**config.mk**
```make
export PLATFORM = sky130hd
export DESIGN_NAME = dcache_access_ctrl
export DESIGN_NICKNAME = d
export VERILOG_FILES = /design/src/rtl/dcache_ctrl_pkg.sv /design/src/rtl/dcache_load_extend.sv /design/src/rtl/dcache_access_ctrl.sv
export SDC_FILE = /design/constraint.sdc
export NUM_CORES = 1
export LEC_CHECK = 0
export ABC_AREA = 1
export CORE_MARGIN = 3
export CORE_UTILIZATION = 53
export DETAILED_ROUTE_END_ITERATION = 7
export GPL_TIMING_DRIVEN = 0
export MAX_ROUTING_LAYER = met4
export PLACE_DENSITY = 0.88
export REMOVE_ABC_BUFFERS = 1
export SLEW_MARGIN = 20
export SYNTH_ARGS = -nofsm -noshare
export SYNTH_HDL_FRONTEND = slang
export SYNTH_SLANG_ARGS = --single-unit
```
**constraint.sdc**
```tcl
create_clock -name clk_i -period 5.6 [get_ports clk_i]
set_clock_uncertainty 0.15 [all_clocks]
set_input_delay 1.12 -clock clk_i [delete_from_list [all_inputs] [get_ports clk_i]]
set_output_delay 1.12 -clock clk_i [all_outputs]
set_load 0.03 [all_outputs]
```
**src/rtl/dcache_ctrl_pkg.sv**
```systemverilog
// Shared op codes, FSM encoding and access-classification helpers for the
// data-cache access controller.
package dcache_ctrl_pkg;

   localparam logic [3:0] OP_IDLE = 4'b0000;
   localparam logic [3:0] OP_LB   = 4'b1000;
   localparam logic [3:0] OP_LH   = 4'b1001;
   localparam logic [3:0] OP_LW   = 4'b1010;
   localparam logic [3:0] OP_SB   = 4'b1011;
   localparam logic [3:0] OP_LBU  = 4'b1100;
   localparam logic [3:0] OP_LHU  = 4'b1101;
   localparam logic [3:0] OP_SH   = 4'b1110;
   localparam logic [3:0] OP_SW   = 4'b1111;

   typedef enum logic [1:0] {
      ST_IDLE   = 2'd0,
      ST_ACCESS = 2'd1,
      ST_SPLIT  = 2'd2,
      ST_RESP   = 2'd3
   } state_e;

   function automatic logic is_load(input logic [3:0] op);
      return (op == OP_LB) || (op == OP_LH) || (op == OP_LW) ||
             (op == OP_LBU) || (op == OP_LHU);
   endfunction

   function automatic logic is_half(input logic [3:0] op);
      return (op == OP_LH) || (op == OP_LHU) || (op == OP_SH);
   endfunction

   function automatic logic is_word(input logic [3:0] op);
      return (op == OP_LW) || (op == OP_SW);
   endfunction

   function automatic logic is_misaligned(input logic [3:0] op, input logic [1:0] a);
      return (is_half(op) && a[0]) || (is_word(op) && (a != 2'b00));
   endfunction

   // Number of byte beats a split access needs.
   function automatic logic [2:0] nbeats(input logic [3:0] op);
      if (is_word(op)) return 3'd4;
      if (is_half(op)) return 3'd2;
      return 3'd1;
   endfunction

endpackage

```
**src/rtl/dcache_load_extend.sv**
```systemverilog
// Sign/zero extension of raw load data according to the load op.
// Store ops and idle produce zero.
module dcache_load_extend
   import dcache_ctrl_pkg::*;
(
   input  logic [3:0]  op_i,
   input  logic [31:0] raw_i,
   output logic [31:0] data_o
);

   always_comb begin
      data_o = 32'h0;
      case (op_i)
         OP_LB:   data_o = {{24{raw_i[7]}}, raw_i[7:0]};
         OP_LH:   data_o = {{16{raw_i[15]}}, raw_i[15:0]};
         OP_LW:   data_o = raw_i;
         OP_LBU:  data_o = {24'h0, raw_i[7:0]};
         OP_LHU:  data_o = {16'h0, raw_i[15:0]};
         default: data_o = 32'h0;
      endcase
   end

endmodule

```
**src/rtl/dcache_access_ctrl.sv**
```systemverilog
// Sequencer between MEM stage and data cache: one request at a time,
// misaligned halfword/word accesses split into byte beats or rejected.
module dcache_access_ctrl
   import dcache_ctrl_pkg::*;
#(
   parameter bit SPLIT_EN = 1'b1,
   parameter int ADDR_W   = 32
) (
   input  logic              clk_i,
   input  logic              rst_ni,
   input  logic              req_valid_i,
   output logic              req_ready_o,
   input  logic [3:0]        req_op_i,
   input  logic [ADDR_W-1:0] req_addr_i,
   input  logic [31:0]       req_wdata_i,
   output logic              rsp_valid_o,
   output logic [31:0]       rsp_rdata_o,
   output logic              rsp_err_o,
   output logic              busy_o,
   output logic [ADDR_W-1:0] dc_addr_o,
   output logic [31:0]       dc_wdata_o,
   output logic [3:0]        dc_sel_o,
   input  logic [31:0]       dc_rdata_i,
   input  logic              dc_busy_i
);

   typedef struct packed {
      logic [3:0]        op;
      logic [ADDR_W-1:0] addr;
      logic [31:0]       wdata;
   } req_t;

   state_e      state_q, state_d;
   req_t        req_q;
   logic [1:0]  beat_q;
   logic        err_q;
   logic        busy_q;
   logic [31:0] raw_q;
   logic [31:0] ext_data;
   logic        hs, mis, last_beat;

   assign hs        = (state_q == ST_IDLE) && req_valid_i && req_op_i[3];
   assign mis       = is_misaligned(req_op_i, req_addr_i[1:0]);
   assign last_beat = ({1'b0, beat_q} == (nbeats(req_q.op) - 3'd1));

   always_ff @(posedge clk_i or negedge rst_ni) begin
      if (!rst_ni) state_q <= ST_IDLE;
      else         state_q <= state_d;
   end

   always_comb begin
      state_d = state_q;
      case (state_q)
         ST_IDLE: begin
            if (hs) begin
               if (!mis)          state_d = ST_ACCESS;
               else if (SPLIT_EN) state_d = ST_SPLIT;
               else               state_d = ST_RESP;
            end
         end
         ST_ACCESS: if (!dc_busy_i) state_d = ST_RESP;
         ST_SPLIT:  if (!dc_busy_i && last_beat) state_d = ST_RESP;
         ST_RESP:   state_d = ST_IDLE;
         default:   state_d = ST_IDLE;
      endcase
   end

   // raw_q doubles as the aligned capture and the split assembly register.
   always_ff @(posedge clk_i or negedge rst_ni) begin
      if (!rst_ni) begin
         req_q  <= '0;
         beat_q <= 2'd0;
         err_q  <= 1'b0;
         busy_q <= 1'b0;
         raw_q  <= 32'h0;
      end else begin
         busy_q <= (state_d != ST_IDLE);
         case (state_q)
            ST_IDLE: begin
               if (hs) begin
                  req_q  <= '{op: req_op_i, addr: req_addr_i, wdata: req_wdata_i};
                  beat_q <= 2'd0;
                  raw_q  <= 32'h0;
                  err_q  <= mis && !SPLIT_EN;
               end
            end
            ST_ACCESS: begin
               if (!dc_busy_i && is_load(req_q.op)) raw_q <= dc_rdata_i;
            end
            ST_SPLIT: begin
               if (!dc_busy_i) begin
                  if (is_load(req_q.op)) raw_q[{beat_q, 3'b000} +: 8] <= dc_rdata_i[7:0];
                  beat_q <= beat_q + 2'd1;
               end
            end
            default: ;
         endcase
      end
   end

   dcache_load_extend u_ext (
      .op_i   (req_q.op),
      .raw_i  (raw_q),
      .data_o (ext_data)
   );

   always_comb begin
      req_ready_o = 1'b0;
      rsp_valid_o = 1'b0;
      rsp_rdata_o = 32'h0;
      rsp_err_o   = 1'b0;
      dc_sel_o    = OP_IDLE;
      dc_addr_o   = '0;
      dc_wdata_o  = 32'h0;
      case (state_q)
         ST_IDLE: req_ready_o = 1'b1;
         ST_ACCESS: begin
            dc_sel_o   = req_q.op;
            dc_addr_o  = req_q.addr;
            dc_wdata_o = req_q.wdata;
         end
         ST_SPLIT: begin
            dc_addr_o = req_q.addr + ADDR_W'(beat_q);
            if (is_load(req_q.op)) begin
               dc_sel_o = OP_LBU;
            end else begin
               dc_sel_o   = OP_SB;
               dc_wdata_o = {24'h0, req_q.wdata[{beat_q, 3'b000} +: 8]};
            end
         end
         ST_RESP: begin
            rsp_valid_o = 1'b1;
            rsp_err_o   = err_q;
            rsp_rdata_o = err_q ? 32'h0 : ext_data;
         end
         default: ;
      endcase
   end

   assign busy_o = busy_q;

endmodule

```
==> flow_summary.toml <==
[sta]
final-hold-violation-count = 0
grt_setup_unrepaired = "false"
achievable-frequency_mhz = 188
timing_max_transition_violations_final = 0
post-route-min-period_ps = 5330
worstMarginPinSlew_ps = 972
setup_viol_count_final = 0
maxSlewHeadroom_pct = 34.8
final.period_utilization_pct = 95.1

[run_status]
outcome = "complete, no violations"

[logic_synthesis]
synth.ff_latch_count = 105
synth.area.top_cells = "sky130_fd_sc_hd__dfrtp_1 (37%), sky130_fd_sc_hd__nand2_1 (23%), sky130_fd_sc_hd__inv_1 (5.5%)"
yosysTopAreaCellShare_pct = 36.6
async_flop_share_pct = 100
ys.warnings.count = 0
synth.distinct_cells = 40
synthMostInstantiatedCell = "sky130_fd_sc_hd__nand2_1"
synth.cells.most_frequent = "sky130_fd_sc_hd__nand2_1 (442), sky130_fd_sc_hd__dfrtp_1 (105), sky130_fd_sc_hd__inv_1 (105)"
yosysTopAreaCell = "sky130_fd_sc_hd__dfrtp_1"
syn_avg_cell_area_um2 = 6.44
edff_count_synth = 0
yosysSeqAreaShare_pct = 36.6
netlist_instances = 1115
post_synth_instance_area_mm2 = 0.00718
dominantRegCellSynth = "sky130_fd_sc_hd__dfrtp_1"

[cts]
cts.path.max_buffers = 2
cts_setup_buffers = 0
cts_buffers = 9
clockRootBuffer = "sky130_fd_sc_hd__clkbuf_16"
cts.sink_count = 105
clkTransAtPathRegs_ps = 70
clock_insertion_delay_worst_skew_ps = 350
htree_num_levels = 3
postCtsResizedCells = 0
cts-hold-fix-buffers = 0
cts_tree = "built"

[placed_design]
place.port_buffers = 206
routability_congestion = 0.970
hpwlAfterDp_um = 16200
number_of_cells_after_detailed_placement = 1442
postPlaceCellArea_mm2 = 0.00930

[min_path]
hp-class = "reg -> reg"
hold_path_depth = 2

[floorplanning]
dieArea_mm2 = 0.0150
chipWidth_um = 122
die_h_um = 122
initial_utilization_pct = 55.6
num_rows = 41
core-area_mm2 = 0.0129
design.portCount = 208

[layout]
final_nets = 1398
num-fill-cells = 1038
total_area_of_multi_input_combinational_cells_mm2 = 0.00391
final_cells = 1458
fin_area_mm2 = 0.00959
area_delta_synth_final_pct = 33.5
layout-drive-gt1-share_pct = 3.58
layout.area.seq_mm2 = 0.00263
insertedDiodeCount = 0

[route]
detail_route.drc_violations = 0
first_iter_violations = 1028
met3_wirelength_um = 2350
aggregate_routed_wire_length_um = 23700
avgRoutedWirePerCell_um = 16.2
postRouteAntennaNets = 0
via_count_of_the_routed_design = 8191
routed-wl-met2_um = 10800
detail_route.first_pass.iterations = 6
routedLengthMet1_um = 9530
maxUsedRoutingLayer = "met4"
via_per_inst = 5.62

[worst_setup_path]
critical_path_peak_fanout = 27
crit_path_start_kind = "flip-flop"
worstRegToRegCells = 9
timing_worst_setup_path_type = "reg -> out"
worst_setup_path_end_kind = "output pin"
critical_path_arrival_ps = 4060
cp_data_required_time_ps = 4330

[power_and_ir_drop]
total_switching_power_uw = 2460
power_frac_clock_pct = 13.3
switching_share_pct = 50.7
vdd.ir_drop.worst_v = 0.000274
seq_power_share_pct = 31.1
cellLeakagePower_uw = 0.00419
combPwrFrac_pct = 55.5
powerDensity_mw_per_mm2 = 506
cell_internal_pwr_uw = 2390

[global_routing]
grt_pass1_vias = 7667
global_route.usage.total_pct = 32.6
antenna_violations_before_repair = 0
grt_overflow_total = 0
grt_first_pass_wirelength_um = 37700
grt_max_degree = 87

[job]
max_cap_violations = 0
[through the flow]
step	utilization, %	setup slack, ps	hold slack (ps)	total power, uW	setup TNS [ps]
after floorplan	-	1400	299	3160	0
after global placement	71.2	-835	311	4070	-87080
after detailed placement	71.9	794	317	4150	0
after CTS	74.2	362	335	4810	0
after global routing	74.2	155	344	5190	0
final	74.2	273	337	4850	0
[final timing paths]
path / startpoint / endpoint / slack, ps
hold reg to reg: raw_q[2]$_DFFE_PN0P_ / raw_q[2]$_DFFE_PN0P_ / 340
hold / removal: raw_q[2]$_DFFE_PN0P_ / raw_q[2]$_DFFE_PN0P_ / 340
max in group asynchronous: rst_ni / req_q[58]$_DFFE_PN0P_ / 4120
min in group asynchronous: rst_ni / raw_q[13]$_DFFE_PN0P_ / 500
setup / recovery: state_q[0]$_DFF_PN0_ / dc_addr_o[3] / 270
setup reg to reg: state_q[0]$_DFF_PN0_ / raw_q[11]$_DFFE_PN0P_ / 1700
[layer usage]
layer,track usage [%],up-vias
li1,-,3879
met5,-,-
met1,41.9,3728
met2,50.9,511
met4,15.1,0
met3,5.25,73
[flip-flops by register name, summed over array words and instances, names as in the netlist]
register / flops
beat_q: 2
busy_o: 1
raw_q: 32
req_q: 68
state_q: 2
[placed cells by master, fill, tap and decap left out, drive strengths merged]
cell type and instances:
o22ai 32, nor3b 1, nor2 105, or2 1, nand2 446, a21boi 11
nand3 39, a31oi 4, a211oi 1, bufinv 1, fa 1, nand4 4
dfrtp 105, conb 1, a41oi 1, a22oi 13, clkinv 6, and2 2
a21oi 66, buf 3, inv 110, ha 12, clkbuf 12, clkdlybuf4s50 205
o21ai 96, nand3b 1, o211ai 1, nor3 5, xnor2 1
[cells by family after synthesis]
kind of cell / after synthesis / synth area share, %
buf+inv: 166 / 9.42
flops: 105 / 36.6
fa+ha+maj: 13 / 2.37
compound gates: 225 / 17.8
xor+xnor: 1 / 0.122
other cells: 1 / 0.0522
simple gates: 604 / 33.6
[worst max-delay path, cell delays in order, from the launching register on]
cell and delay (ps):
sky130_fd_sc_hd__dfrtp_1 440, sky130_fd_sc_hd__inv_1 130, sky130_fd_sc_hd__ha_1 730, sky130_fd_sc_hd__clkinv_1 980
sky130_fd_sc_hd__a211oi_1 640, sky130_fd_sc_hd__clkdlybuf4s50_1 780
[area by class of cell]
type,instances,share of cell area [%]
well taps,172,2.24
repair buffers,208,22.1
clock inverters,4,0.548
flip-flops and latches,105,27.4
clock buffers,12,2.47
inverters,113,4.45
multi-input cells,844,40.8
[power by group through the flow]
stage / logic (uW) / clock network, uW / registers, uW
floorplan: 1760 / 0 / 1390
global placement: 2580 / 0 / 1490
detailed placement: 2650 / 0 / 1500
CTS: 2670 / 646 / 1490
global route: 2950 / 676 / 1560
finish: 2690 / 646 / 1510
(Power assumes the default switching activity.)
